**src/rtl/npc_pkg.sv**
```systemverilog
// Shared NPC core types and constants: datapath width, reset PC, NOP encoding, fetch FSM states.
package npc_pkg;

    localparam int XLEN = 32;
    localparam logic [XLEN-1:0] NPC_RESET_PC = 32'h8000_0000;
    localparam logic [XLEN-1:0] NOP_INSN     = 32'h0000_0013;

    typedef enum logic [1:0] {
        S_IDLE = 2'd0,
        S_REQ  = 2'd1,
        S_WAIT = 2'd2,
        S_HOLD = 2'd3
    } fetch_state_e;

endpackage

```
**src/rtl/ifu_fetch_if.sv**
```systemverilog
// Fetch-stage bundle: redirect/halt control, imem request/response, decoder handshake.
interface ifu_fetch_if;
  import npc_pkg::*;

  logic            redirect_valid;
  logic [XLEN-1:0] redirect_pc;
  logic            halt;
  logic            imem_req_valid;
  logic            imem_req_ready;
  logic [XLEN-1:0] imem_req_addr;
  logic            imem_rsp_valid;
  logic [XLEN-1:0] imem_rsp_data;
  logic            inst_valid;
  logic            inst_ready;
  logic [XLEN-1:0] inst;
  logic [XLEN-1:0] inst_pc;
  logic            halted;

  modport master (
    input  redirect_valid, redirect_pc, halt,
    input  imem_req_ready, imem_rsp_valid, imem_rsp_data, inst_ready,
    output imem_req_valid, imem_req_addr, inst_valid, inst, inst_pc, halted
  );

  modport slave (
    output redirect_valid, redirect_pc, halt,
    output imem_req_ready, imem_rsp_valid, imem_rsp_data, inst_ready,
    input  imem_req_valid, imem_req_addr, inst_valid, inst, inst_pc, halted
  );
endinterface

```
**src/rtl/ifu_pc_reg.sv**
```systemverilog
// PC register with next-PC mux: redirect (word aligned) beats +4, otherwise hold.
// Updates on the clock edge; no handshake of its own.
module ifu_pc_reg
  import npc_pkg::*;
#(
  parameter logic [XLEN-1:0] RESET_PC = NPC_RESET_PC
) (
  input  logic            clk,
  input  logic            rst_n,
  input  logic            redirect_i,
  input  logic [XLEN-1:0] redirect_pc_i,
  input  logic            incr_i,
  output logic [XLEN-1:0] pc_o
);

  logic [XLEN-1:0] pc_q, pc_d;

  always_comb begin
    pc_d = pc_q;
    if (redirect_i) begin
      pc_d = redirect_pc_i & ~XLEN'(3);
    end else if (incr_i) begin
      pc_d = pc_q + XLEN'(4);
    end
  end

  always_ff @(posedge clk or negedge rst_n) begin
    if (!rst_n) begin
      pc_q <= RESET_PC;
    end else begin
      pc_q <= pc_d;
    end
  end

  assign pc_o = pc_q;

endmodule

```
**src/rtl/ifu_fetch.sv**
```systemverilog
// Non-pipelined fetch: one imem request in flight, result held in a one-entry buffer for decode.
// Min 3 cycles/instruction; decoder backpressure holds the buffer and blocks the next request.
module ifu_fetch
  import npc_pkg::*;
#(
  parameter logic [XLEN-1:0] RESET_PC = NPC_RESET_PC
) (
  input  logic        clk,
  input  logic        rst_n,
  ifu_fetch_if.master bus
);

  fetch_state_e    state_q;
  logic            kill_q;
  logic            halted_q;
  logic [XLEN-1:0] inst_q;
  logic [XLEN-1:0] inst_pc_q;
  logic [XLEN-1:0] pc;
  logic            redirect;
  logic            req_fire;
  logic            rsp_keep;

  assign redirect = bus.redirect_valid;
  assign req_fire = bus.imem_req_valid && bus.imem_req_ready;
  // Response is kept only if no redirect landed since (kill_q) or in this cycle.
  assign rsp_keep = (state_q == S_WAIT) && bus.imem_rsp_valid && !kill_q && !redirect;

  ifu_pc_reg #(.RESET_PC(RESET_PC)) u_pc (
    .clk           (clk),
    .rst_n         (rst_n),
    .redirect_i    (redirect),
    .redirect_pc_i (bus.redirect_pc),
    .incr_i        (rsp_keep),
    .pc_o          (pc)
  );

  always_ff @(posedge clk or negedge rst_n) begin
    if (!rst_n) begin
      state_q   <= S_IDLE;
      kill_q    <= 1'b0;
      halted_q  <= 1'b0;
      inst_q    <= NOP_INSN;
      inst_pc_q <= '0;
    end else begin
      if (bus.halt) begin
        halted_q <= 1'b1;
      end
      unique case (state_q)
        S_IDLE: state_q <= S_REQ;
        S_REQ: begin
          if (req_fire) begin
            state_q <= S_WAIT;
            kill_q  <= redirect;
          end
        end
        S_WAIT: begin
          if (bus.imem_rsp_valid) begin
            kill_q  <= 1'b0;
            state_q <= rsp_keep ? S_HOLD : S_REQ;
            if (rsp_keep) begin
              inst_q    <= bus.imem_rsp_data;
              inst_pc_q <= pc;
            end
          end else if (redirect) begin
            kill_q <= 1'b1;
          end
        end
        S_HOLD: begin
          if (redirect || bus.inst_ready) begin
            state_q <= S_REQ;
          end
        end
        default: state_q <= S_IDLE;
      endcase
    end
  end

  assign bus.imem_req_valid = (state_q == S_REQ) && !halted_q;
  assign bus.imem_req_addr  = pc;
  assign bus.inst_valid     = (state_q == S_HOLD) && !redirect;
  assign bus.inst           = inst_q;
  assign bus.inst_pc        = inst_pc_q;
  assign bus.halted         = halted_q;

endmodule
```
**src/flat_wrapper.sv**
```systemverilog
// flat-port wrapper written by rule: the top's interface ports become plain ports
module ifu_fetch_flat import npc_pkg::*;
#(
  parameter logic [XLEN-1:0] RESET_PC = NPC_RESET_PC
)
  (clk, rst_n, bus_redirect_valid, bus_redirect_pc, bus_halt, bus_imem_req_ready, bus_imem_rsp_valid, bus_imem_rsp_data, bus_inst_ready, bus_imem_req_valid, bus_imem_req_addr, bus_inst_valid, bus_inst, bus_inst_pc, bus_halted);
  ifu_fetch_if bus_i ();
  input  logic clk;
  input  logic rst_n;
  input wire logic [$bits(bus_i.redirect_valid)-1:0] bus_redirect_valid;
  input wire logic [$bits(bus_i.redirect_pc)-1:0] bus_redirect_pc;
  input wire logic [$bits(bus_i.halt)-1:0] bus_halt;
  input wire logic [$bits(bus_i.imem_req_ready)-1:0] bus_imem_req_ready;
  input wire logic [$bits(bus_i.imem_rsp_valid)-1:0] bus_imem_rsp_valid;
  input wire logic [$bits(bus_i.imem_rsp_data)-1:0] bus_imem_rsp_data;
  input wire logic [$bits(bus_i.inst_ready)-1:0] bus_inst_ready;
  output wire logic [$bits(bus_i.imem_req_valid)-1:0] bus_imem_req_valid;
  output wire logic [$bits(bus_i.imem_req_addr)-1:0] bus_imem_req_addr;
  output wire logic [$bits(bus_i.inst_valid)-1:0] bus_inst_valid;
  output wire logic [$bits(bus_i.inst)-1:0] bus_inst;
  output wire logic [$bits(bus_i.inst_pc)-1:0] bus_inst_pc;
  output wire logic [$bits(bus_i.halted)-1:0] bus_halted;
  assign bus_i.redirect_valid = bus_redirect_valid;
  assign bus_i.redirect_pc = bus_redirect_pc;
  assign bus_i.halt = bus_halt;
  assign bus_i.imem_req_ready = bus_imem_req_ready;
  assign bus_i.imem_rsp_valid = bus_imem_rsp_valid;
  assign bus_i.imem_rsp_data = bus_imem_rsp_data;
  assign bus_i.inst_ready = bus_inst_ready;
  assign bus_imem_req_valid = bus_i.imem_req_valid;
  assign bus_imem_req_addr = bus_i.imem_req_addr;
  assign bus_inst_valid = bus_i.inst_valid;
  assign bus_inst = bus_i.inst;
  assign bus_inst_pc = bus_i.inst_pc;
  assign bus_halted = bus_i.halted;
  ifu_fetch #(.RESET_PC(RESET_PC)) u_core (.clk(clk), .rst_n(rst_n), .bus(bus_i));
endmodule
```
**config.mk**
```make
export PLATFORM = sky130hd
export DESIGN_NAME = ifu_fetch_flat
export DESIGN_NICKNAME = d
export VERILOG_FILES = /design/src/rtl/npc_pkg.sv /design/src/rtl/ifu_fetch_if.sv /design/src/rtl/ifu_pc_reg.sv /design/src/rtl/ifu_fetch.sv /design/src/flat_wrapper.sv
export SDC_FILE = /design/constraint.sdc
export NUM_CORES = 1
export LEC_CHECK = 0
export BUFFER_PORTS_ARGS = -buffer_cell sky130_fd_sc_hd__buf_2
export CAP_MARGIN = 15
export CORE_MARGIN = 5
export CORE_UTILIZATION = 45
export CTS_BUF_LIST = sky130_fd_sc_hd__clkbuf_8
export DETAILED_ROUTE_END_ITERATION = 10
export GPL_ROUTABILITY_DRIVEN = 0
export GPL_TIMING_DRIVEN = 0
export PLACE_DENSITY = 0.75
export SYNTH_ARGS = -nofsm -noshare
export SYNTH_HDL_FRONTEND = slang
export SYNTH_SLANG_ARGS = --single-unit
```
**constraint.sdc**
```tcl
create_clock -name clk -period 5.44 [get_ports clk]
set_input_delay 0.272 -clock clk [delete_from_list [all_inputs] [get_ports clk]]
set_output_delay 0.272 -clock clk [all_outputs]
set_load 0.01 [all_outputs]
```
==> out/metrics.csv, run 1 <==
stage,metric,value,unit
run_status,outcome,completed,
power_and_ir_drop,p_leak,2.73,nW
detailed_routing,drt_iter0_markers,217,
layout,register_area,0.00241,sq mm
worst_setup_path,crit_type,register to register,
layout,syn2layout_area_growth,28.0,%
worst_setup_path,rr_worst_depth,8,
worst_setup_path,cp_top_family,buffers and inverters,
placed_design,pre_cts_slack,2.70,ns
logic_synthesis,yosys_register_bits,96,
placed_design,dp_hpwl,8.37,mm
global_routing,grt_pass1_wl,17.5,mm
detailed_routing,wl,11.1,mm
logic_synthesis,synth_cells,366,
layout,fin_nets,619,
layout,post-route-util,0.597,
worst_setup_path,worstPathRequired,5.69,ns
clock_network,cts-root-buf,clkbuf_8,
timing,layout_setup_ws,2.72,ns
timing,max_clock_freq,0.368,GHz
layout,final_cell_count_no_fill,678,
global_routing,grt_max_degree,62,
run,maxCapViolCount,0,
hold_path,min_path_type,primary input to register,
worst_setup_path,timing.rr.start,u_core.state_q[0],
detailed_routing,antenna_left,0,
timing,finalCriticalPeriod,2.72,ns
logic_synthesis,async_reset_ff_frac,1.00,
floorplan,dieWidth,108,um
floorplan,core,0.00933,sq mm
layout,multi_input_area,0.00179,sq mm
layout,fill_cells,826,
layout,layout_commonest_cell,buf_2,
detailed_routing,vias_per_cell,5.26,
worst_setup_path,crit_top_cell,clkbuf_1,
placed_design,portBuffers,162,
hold_path,hold_depth,2,
clock_network,clk_pin_slew,0.10,ns
logic_synthesis,synth_edf_count,0,
timing,final-setup-viol-count,0,
global_routing,track_usage,0.189,
power_and_ir_drop,finalPower,2.31,mW
worst_setup_path,cpPeakStageDelay,0.52,ns
clock_network,clkLatencyLatePin,0.36,ns
timing,slew_headroom,0.366,
worst_setup_path,cp-startpoint,u_core.state_q[0],
worst_setup_path,path_depth,8,
clock_network,cts_buffers,9,
worst_setup_path,path_buf_inv,4,
floorplan,rows,35,
global_routing,grt-ovfl-total,0,
placed_design,post-place-cells,661,
layout,final_cell_mix,"buf_2, dfrtp_1, mux2_2",
logic_synthesis,ys_types,43,
power_and_ir_drop,ir_worst_vdd,203,uV
detailed_routing,num_vias,3563,
global_routing,grt_antenna_before_repair,0,
worst_setup_path,cp_max_fo,10,
power_and_ir_drop,p_per_area,415,mW/mm^2
worst_setup_path,crit_chain,inv_1 -> ha_1 -> and3b_1 -> clkbuf_1 -> and2_1 -> clkbuf_1 -> buf_1 -> mux2_2,
timing,tightestPinTransition,0.942,ns
floorplan,start_util,0.466,
worst_setup_path,crit_slowest_cell,buf_1,
layout,drive_gt1_frac,0.468,
layout,n_antenna_cell,0,
hold_path,min_from,bus_halt,
worst_setup_path,cp-end-kind,register,
timing,fin_skew,0.00990,ns
floorplan,die_area,0.0117,sq mm
floorplan,num_io_pins,170,
worst_setup_path,start_kind,register,
detailed_routing,drc_errors,0,
timing,finalCritPeriodShare,0.499,
global_routing,grt_pass1_vias,3491,
detailed_routing,detail_route.wl_per_cell,16.3,um
timing,hold_viol_final,0,
logic_synthesis,syn_area,0.00435,sq mm
detailed_routing,drt_first_pass_iters,4,
clock_network,cts-resized-gates,0,
logic_synthesis,avgSynthCellArea,11.9,sq um
timing,rsz0062_at_grt,false,
clock_network,cts_tree,done,
logic_synthesis,ys_warn_count,0,
floorplan,die_y,108,um
timing,maxSlewViolCount,0,
logic_synthesis,synth-main-ff-cell,dfrtp_1,
clock_network,clock_path_buffers,2,
timing,setup-tns-final,0,ns
worst_setup_path,cp.arrival,2.97,ns
clock_network,cts_sinks,96,
clock_network,htreeDepth,3,
logic_synthesis,seq_area_frac_synth,0.554,
routing by layer:
layer	GRT usage	up-vias	routed length (um)	part of all wire
li1	-	1679	-	-
met1	0.251	1754	4660	0.42
met3	0.0454	8	741	0.067
met4	0.0415	0	104	0.0094
met2	0.316	122	5550	0.50
met5	0	-	0	0
flip-flops by register name, indices dropped and copies added, names as in the netlist:
signal / cells
u_core.bus.halted: 1
u_core.bus.inst: 32
u_core.bus.inst_pc: 30
u_core.kill_q: 1
u_core.state_q: 2
u_core.u_pc.pc_o: 30
path summary, 6_finish.rpt:
check	slack [ns]	end
worst max-delay path	2.72	u_core.bus.inst_pc[14]
worst min-delay path	0.1	u_core.bus.halted
worst max register to register	2.72	u_core.bus.inst_pc[14]
worst min register to register	0.51	u_core.bus.inst_pc[24]
max in group asynchronous	4.30	u_core.bus.inst[4]
min in group asynchronous	0.41	u_core.bus.inst_pc[19]
final cells by class:
| cell class | instances | share of cell area |
|---|---|---|
| Sequential cell | 96 | 0.433 |
| Tap cell | 129 | 0.0290 |
| Clock buffer | 9 | 0.0223 |
| Multi-Input combinational cell | 237 | 0.321 |
| Clock inverter | 7 | 0.0128 |
| Timing Repair Buffer | 164 | 0.153 |
| Buffer | 27 | 0.0234 |
| Inverter | 9 | 0.00607 |
what timing repair did:
item | in CTS | in global routing
buffers inserted | 0 | 0
endpoints found under the setup margin | 0 | 0
endpoints found under the hold margin | 35 | 0
hold buffers | 1 | 0
metrics by stage:
stage / hold slack [ns] / cell area, sq um
final: 0.0986 / 5560
after global routing: 0.0840 / 5560
after CTS: 0.0868 / 5560
after detailed placement: 0.277 / 5360
after global placement: 0.463 / 5330
after floorplan: -0.0236 / 4360
cells by family after synthesis:
kind of cell             count (synthesis)  share of synthesized area
XOR/XNOR                                11                     0.0222
AND/OR/NAND/NOR                        104                      0.132
buffers and inverters                   36                     0.0377
flip-flops                              96                      0.554
multiplexers                            66                      0.170
adder cells (fa/ha/maj)                  4                     0.0115
AO/OA/AOI/OAI                           48                     0.0717
other                                    1                   0.000863
Yosys cell counts (2+ instances only):
library cell,n,area share
or2_2,2,0.0029
nor2b_1,2,0.0029
xnor2_1,5,0.010
or4_1,14,0.024
a31oi_1,14,0.020
and3_1,5,0.0072
buf_1,3,0.0026
a311o_1,2,0.0046
nor2_1,17,0.015
clkbuf_1,14,0.012
xor2_1,6,0.012
o21ai_0,14,0.016
nand4_1,11,0.016
buf_2,5,0.0058
or3_1,2,0.0029
ha_1,4,0.012
mux2i_1,4,0.0092
dfrtp_1,92,0.53
dfstp_2,4,0.024
a21oi_1,2,0.0023
inv_1,9,0.0078
o211ai_1,2,0.0035
o31ai_1,11,0.019
buf_4,4,0.0069
nand2_1,22,0.019
mux2_2,62,0.16
and4_1,3,0.0060
nand3_1,16,0.018
power by group:
group	internal (mW)	switching [mW]
clock network	0.214	0.258
registers	0.955	0.139
logic	0.386	0.360
No activity file was read; power rests on OpenSTA's default activity.
==> run 2: changes to the inputs <==
Clock period 5.44 ns to 2.77 ns, I/O delays scaled along.
==> out/metrics.csv, run 2 (same netlist as run 1, synthesis figures left out) <==
stage,metric,value,unit,change
run_status,outcome,completed,,unchanged
power_and_ir_drop,pwr-share-comb,0.331,,was 0.323
timing,rsz0062_at_grt,false,,unchanged
timing,maxSlewViolCount,0,,unchanged
detailed_routing,detail_route.wl_per_cell,16.1,um,was 16.3 um
clock_network,clk_pin_slew,0.09,ns,was 0.10 ns
detailed_routing,drt_first_pass_iters,4,,unchanged
global_routing,grt-ovfl-total,0,,unchanged
worst_setup_path,worstPathRequired,3.05,ns,was 5.69 ns
clock_network,cts_tree,done,,unchanged
floorplan,rows,35,,unchanged
worst_setup_path,cp_max_fo,10,,unchanged
timing,finalCriticalPeriod,2.55,ns,was 2.72 ns
worst_setup_path,start_kind,register,,unchanged
placed_design,portBuffers,162,,unchanged
floorplan,core,0.00933,sq mm,unchanged
layout,post-route-util,0.642,,was 0.597
floorplan,start_util,0.466,,unchanged
power_and_ir_drop,intPower,3.09,mW,was 1.55 mW
power_and_ir_drop,p_per_area,768,mW/mm^2,was 415 mW/mm^2
worst_setup_path,cp.arrival,2.83,ns,was 2.97 ns
detailed_routing,drt_iter0_markers,191,,was 217
layout,largest_reg_flops,32,,unchanged
placed_design,dp_hpwl,8.37,mm,unchanged
clock_network,cts_buffers,9,,unchanged
floorplan,die_area,0.0117,sq mm,unchanged
power_and_ir_drop,ir_worst_vdd,374,uV,was 203 uV
clock_network,postCtsSetupBuffers,0,,unchanged
timing,hold_viol_final,0,,unchanged
detailed_routing,wl,11.6,mm,was 11.1 mm
floorplan,dieWidth,108,um,unchanged
timing,max_clock_freq,0.393,GHz,was 0.368 GHz
detailed_routing,vias_per_cell,5.20,,was 5.26
worst_setup_path,cp-end-kind,register,,unchanged
timing,tightestPinTransition,0.949,ns,was 0.942 ns
clock_network,htreeDepth,3,,unchanged
hold_path,min_path_type,primary input to register,,unchanged
run,maxCapViolCount,0,,unchanged
layout,syn2layout_area_growth,37.8,%,was 28.0%
global_routing,grt_pass1_vias,3723,,was 3491
layout,drive_gt1_frac,0.438,,was 0.468
floorplan,die_y,108,um,unchanged
timing,fin_skew,0.00557,ns,was 0.00990 ns
global_routing,grt_max_degree,62,,unchanged
layout,final_cell_mix,"buf_2, dfrtp_1, mux2_2",,unchanged
detailed_routing,drc_errors,0,,unchanged
timing,finalCritPeriodShare,0.919,,was 0.499
worst_setup_path,crit_type,register to register,,unchanged
floorplan,num_io_pins,170,,unchanged
detailed_routing,antenna_left,0,,unchanged
timing,setup-tns-final,0,ns,unchanged
layout,layout_commonest_cell,buf_2,,unchanged
clock_network,clock_path_buffers,2,,unchanged
power_and_ir_drop,p_sw,1.51,mW,was 757 uW
clock_network,clkLatencyLatePin,0.36,ns,about the same
detailed_routing,num_vias,3748,,was 3563
clock_network,cts_sinks,96,,unchanged
timing,slew_headroom,0.361,,was 0.366
timing,final-setup-viol-count,0,,unchanged
global_routing,grt_antenna_before_repair,0,,unchanged
layout,final_cell_count_no_fill,721,,was 678
clock_network,cts-root-buf,clkbuf_8,,unchanged
power_and_ir_drop,pwr-share-clk,0.200,,was 0.204
power_and_ir_drop,pwr-share-seq,0.468,,was 0.473
layout,fin_nets,661,,was 619
global_routing,track_usage,0.200,,was 0.189
power_and_ir_drop,p_leak,2.92,nW,was 2.73 nW
power_and_ir_drop,sw_frac_of_total,0.328,,was 0.327
global_routing,grt_pass1_wl,18.4,mm,was 17.5 mm
placed_design,post-place-cells,661,,unchanged
layout,fill_cells,778,,was 826
==> run 2: final timing paths <==
check,cells past startpoint,slack (ns),startpoint,end
setup / recovery,8,0.22,u_core.state_q[0],u_core.u_pc.pc_o[27]
hold / removal,2,0.02,bus_imem_rsp_data[4],u_core.bus.inst[4]
setup reg to reg,8,0.22,u_core.state_q[0],u_core.u_pc.pc_o[27]
hold reg to reg,1,0.51,u_core.bus.inst_pc[24],u_core.bus.inst_pc[24]
max in group asynchronous,3,1.78,rst_n,u_core.bus.inst[4]
min in group asynchronous,2,0.28,rst_n,u_core.bus.inst_pc[19]
==> run 2: worst max-delay path, stage by stage, from the launching register on <==
cell	delay, ns
dfrtp_1	0.41
inv_1	0.10
ha_1	0.25
and3b_1	0.18
clkbuf_1	0.23
nand4_1	0.32
clkbuf_1	0.35
or4_1	0.46
a31oi_1	0.17
==> run 2: cell type report <==
class | count | area [sq um] | share of cell area
timing repair buffer | 206 | 1270 | 0.212
clock buffer | 9 | 124 | 0.0207
clock inverter | 7 | 71.3 | 0.0119
antenna | 1 | 2.50 | 0.000418
tap | 129 | 161 | 0.0269
inverter | 9 | 33.8 | 0.00564
multi-input combinational | 237 | 1790 | 0.298
sequential | 96 | 2410 | 0.402
buffer | 27 | 133 | 0.0221
==> run 2: metal layers <==
metal	track usage	wire (um)
met4	0.0559	167
met2	0.339	5910
met1	0.254	4840
met3	0.0496	725
met5	0	0
==> run 2: timing repair <==
item / 4_1_cts / 5_1_grt
cloned: 0 / 0
pin swaps: 0 / 0
resized for setup: 1 / 1
endpoints found under the hold margin: 77 / 0
hold buffers: 43 / 0
setup endpoints to repair: 3 / 10
==> run 2: per-stage QoR <==
stage               setup slack (ns)  hold WS [ns]  total power [mW]  area [sq um]
finish                         0.225        0.0153              4.60          5990
global route                  0.0446     0.0000137              4.90          5990
CTS                           0.0434       0.00213              4.65          5990
detailed placement            0.0333         0.143              3.67          5360
global placement              0.0650         0.330              3.59          5330
floorplan                      0.533        -0.157              2.97          4360
==> run 2: power groups by stage <==
stage | sequential [mW] | clock [mW] | combinational (mW)
3_5_place_dp | 2.18 | 0 | 1.49
5_1_grt | 2.23 | 1.02 | 1.66
6_report | 2.15 | 0.923 | 1.52
2_1_floorplan | 2.37 | 0 | 0.593
3_3_place_gp | 2.15 | 0 | 1.44
4_1_cts | 2.15 | 0.953 | 1.54
==> run 3: changes to the inputs <==
Settings changed: PLACE_DENSITY 0.75 to 0.78.
Clock period 2.77 ns to 2.3 ns, I/O delays scaled along.
==> out/metrics.csv, run 3 (same netlist as run 1, synthesis figures left out) <==
stage,metric,value,unit,change
run_status,outcome,completed,,unchanged
layout,multi_input_area,0.00179,sq mm,about the same
detailed_routing,num_vias,3758,,was 3748
timing,hold_ws,0.0150,ns,was 0.0153 ns
clock_network,htreeDepth,3,,unchanged
detailed_routing,antenna_left,0,,unchanged
timing,final-setup-viol-count,0,,unchanged
layout,drive_gt1_frac,0.458,,was 0.438
floorplan,core,0.00933,sq mm,unchanged
timing,slew_headroom,0.367,,was 0.361
timing,hold_viol_final,0,,unchanged
placed_design,post-place-cells,661,,unchanged
hold_path,hold_depth,3,,was 2
layout,register_area,0.00241,sq mm,about the same
worst_setup_path,path_depth,6,,was 8
placed_design,dp_hpwl,8.13,mm,was 8.37 mm
global_routing,grt_pass1_wl,19.2,mm,was 18.4 mm
timing,tightestPinTransition,0.941,ns,was 0.949 ns
worst_setup_path,cp-end-kind,register,,unchanged
layout,layout_commonest_cell,buf_2,,unchanged
detailed_routing,detail_route.wl_per_cell,16.2,um,was 16.1 um
floorplan,rows,35,,unchanged
clock_network,cts_buffers,9,,unchanged
worst_setup_path,path_buf_inv,1,,was 3
floorplan,start_util,0.466,,unchanged
worst_setup_path,cp.arrival,2.41,ns,was 2.83 ns
global_routing,grt-ovfl-total,0,,unchanged
clock_network,cts_tree,done,,unchanged
layout,final_cell_count_no_fill,728,,was 721
worst_setup_path,cp_max_fo,6,,was 10
layout,fin_area,0.00612,sq mm,was 0.00599 sq mm
timing,finalCritPeriodShare,0.938,,was 0.919
worst_setup_path,start_kind,register,,unchanged
detailed_routing,vias_per_cell,5.16,,was 5.20
timing,max_clock_freq,0.464,GHz,was 0.393 GHz
timing,fin_skew,0.0100,ns,was 0.00557 ns
layout,post-route-util,0.656,,was 0.642
global_routing,grt_antenna_before_repair,0,,unchanged
worst_setup_path,crit_type,register to register,,unchanged
layout,final_cell_mix,"buf_2, dfrtp_1, mux2_2",,unchanged
layout,fill_cells,756,,was 778
placed_design,place_area,0.00536,sq mm,unchanged
placed_design,portBuffers,162,,unchanged
layout,syn2layout_area_growth,40.8,%,was 37.8%
power_and_ir_drop,finalPower,5.57,mW,was 4.60 mW
detailed_routing,drt_iter0_markers,192,,was 191
layout,largest_reg_flops,32,,unchanged
global_routing,grt_pass1_vias,3913,,was 3723
clock_network,cts_sinks,96,,unchanged
power_and_ir_drop,ir_worst_vdd,552,uV,was 374 uV
global_routing,track_usage,0.208,,was 0.200
power_and_ir_drop,p_leak,2.97,nW,was 2.92 nW
worst_setup_path,worstPathRequired,2.55,ns,was 3.05 ns
clock_network,clock_path_buffers,2,,unchanged
layout,fin_nets,669,,was 661
detailed_routing,wl,11.8,mm,was 11.6 mm
worst_setup_path,rr_worst_depth,6,,was 8
global_routing,grt_max_degree,50,,was 62
run,maxCapViolCount,0,,unchanged
worst_setup_path,crit_slowest_cell,nor4_1,,was or4_1
floorplan,die_y,108,um,unchanged
worst_setup_path,crit_chain,inv_1 -> ha_1 -> nand4_1 -> nor4_1 -> a311o_1 -> nand3_1,,was inv_1 -> ha_1 -> and3b_1 -> clkbuf_1 -> nand4_1 -> clkbuf_1 -> or4_1 -> a31oi_1
floorplan,die_area,0.0117,sq mm,unchanged
floorplan,num_io_pins,170,,unchanged
hold_path,min_path_type,primary input to register,,unchanged
worst_setup_path,cp_top_family,simple AND/OR/NAND/NOR gates,,unchanged
power_and_ir_drop,p_per_area,910,mW/mm^2,was 768 mW/mm^2
floorplan,dieWidth,108,um,unchanged
detailed_routing,drc_errors,0,,unchanged
clock_network,clk_pin_slew,0.09,ns,about the same
detailed_routing,drt_first_pass_iters,5,,was 4
clock_network,cts-root-buf,clkbuf_8,,unchanged
timing,maxSlewViolCount,0,,unchanged
worst_setup_path,cpPeakStageDelay,0.76,ns,was 0.46 ns
clock_network,clkLatencyLatePin,0.36,ns,about the same
timing,finalCriticalPeriod,2.16,ns,was 2.55 ns
[run 3: what timing repair did]
| action | in CTS | in global routing |
|---|---|---|
| resized for setup | 5 | 13 |
| pin swaps | 1 | 0 |
| buffers inserted | 2 | 0 |
| hold buffers | 52 | 1 |
| setup endpoints to repair | 71 | 72 |
| hold endpoints to repair | 95 | 1 |
[run 3: worst reg2reg max path: stages, from the launching register on]
cell     delay (ns)
dfrtp_1        0.41
inv_1          0.09
ha_1           0.24
nand4_1        0.19
nor4_1         0.76
a311o_1        0.29
nand3_1        0.07
[run 3: layout make-up]
| cell class | count | share of cell area |
|---|---|---|
| antenna | 1 | 0.000409 |
| buffer | 23 | 0.0198 |
| clock buffer | 11 | 0.0247 |
| clock inverter | 4 | 0.00879 |
| inverter | 9 | 0.00552 |
| multi-input combinational | 237 | 0.293 |
| sequential | 96 | 0.395 |
| tap | 129 | 0.0264 |
| timing repair buffer | 218 | 0.227 |
[run 3: final timing paths]
path / start / slack [ns] / to
max: u_core.state_q[0] / 0.14 / u_core.u_pc.pc_o[15]
max reg2reg: u_core.state_q[0] / 0.14 / u_core.u_pc.pc_o[15]
min: bus_redirect_pc[18] / 0.01 / u_core.u_pc.pc_o[18]
min in group asynchronous: rst_n / 0.32 / u_core.bus.inst_pc[23]
max in group asynchronous: rst_n / 1.29 / u_core.u_pc.pc_o[31]
min reg2reg: u_core.bus.inst[23] / 0.51 / u_core.bus.inst[23]
[run 3: where the power goes]
group          switching, mW  internal, mW  leakage [nW]  total (mW)
Clock                  0.570         0.558        0.0976        1.13
Sequential             0.336          2.26          1.19        2.60
Combinational          0.869         0.973          1.68        1.84
[run 3: layer usage]
| metal | track usage | vias up | part of all wire |
|---|---|---|---|
| met4 | 0.0703 | 0 | 0.013 |
| met1 | 0.253 | 1824 | 0.40 |
| met3 | 0.0376 | 15 | 0.065 |
| met2 | 0.371 | 136 | 0.52 |
| met5 | 0 | - | 0 |
| li1 | - | 1783 | - |
[run 3: stage by stage]
stage | setup TNS, ns | setup WS (ns)
5_1_grt | -0.00219 | -0.00219
6_report | 0 | 0.143
2_1_floorplan | 0 | 0.0626
3_3_place_gp | -16.09 | -0.427
3_5_place_dp | -17.92 | -0.478
4_1_cts | 0 | 0.00214
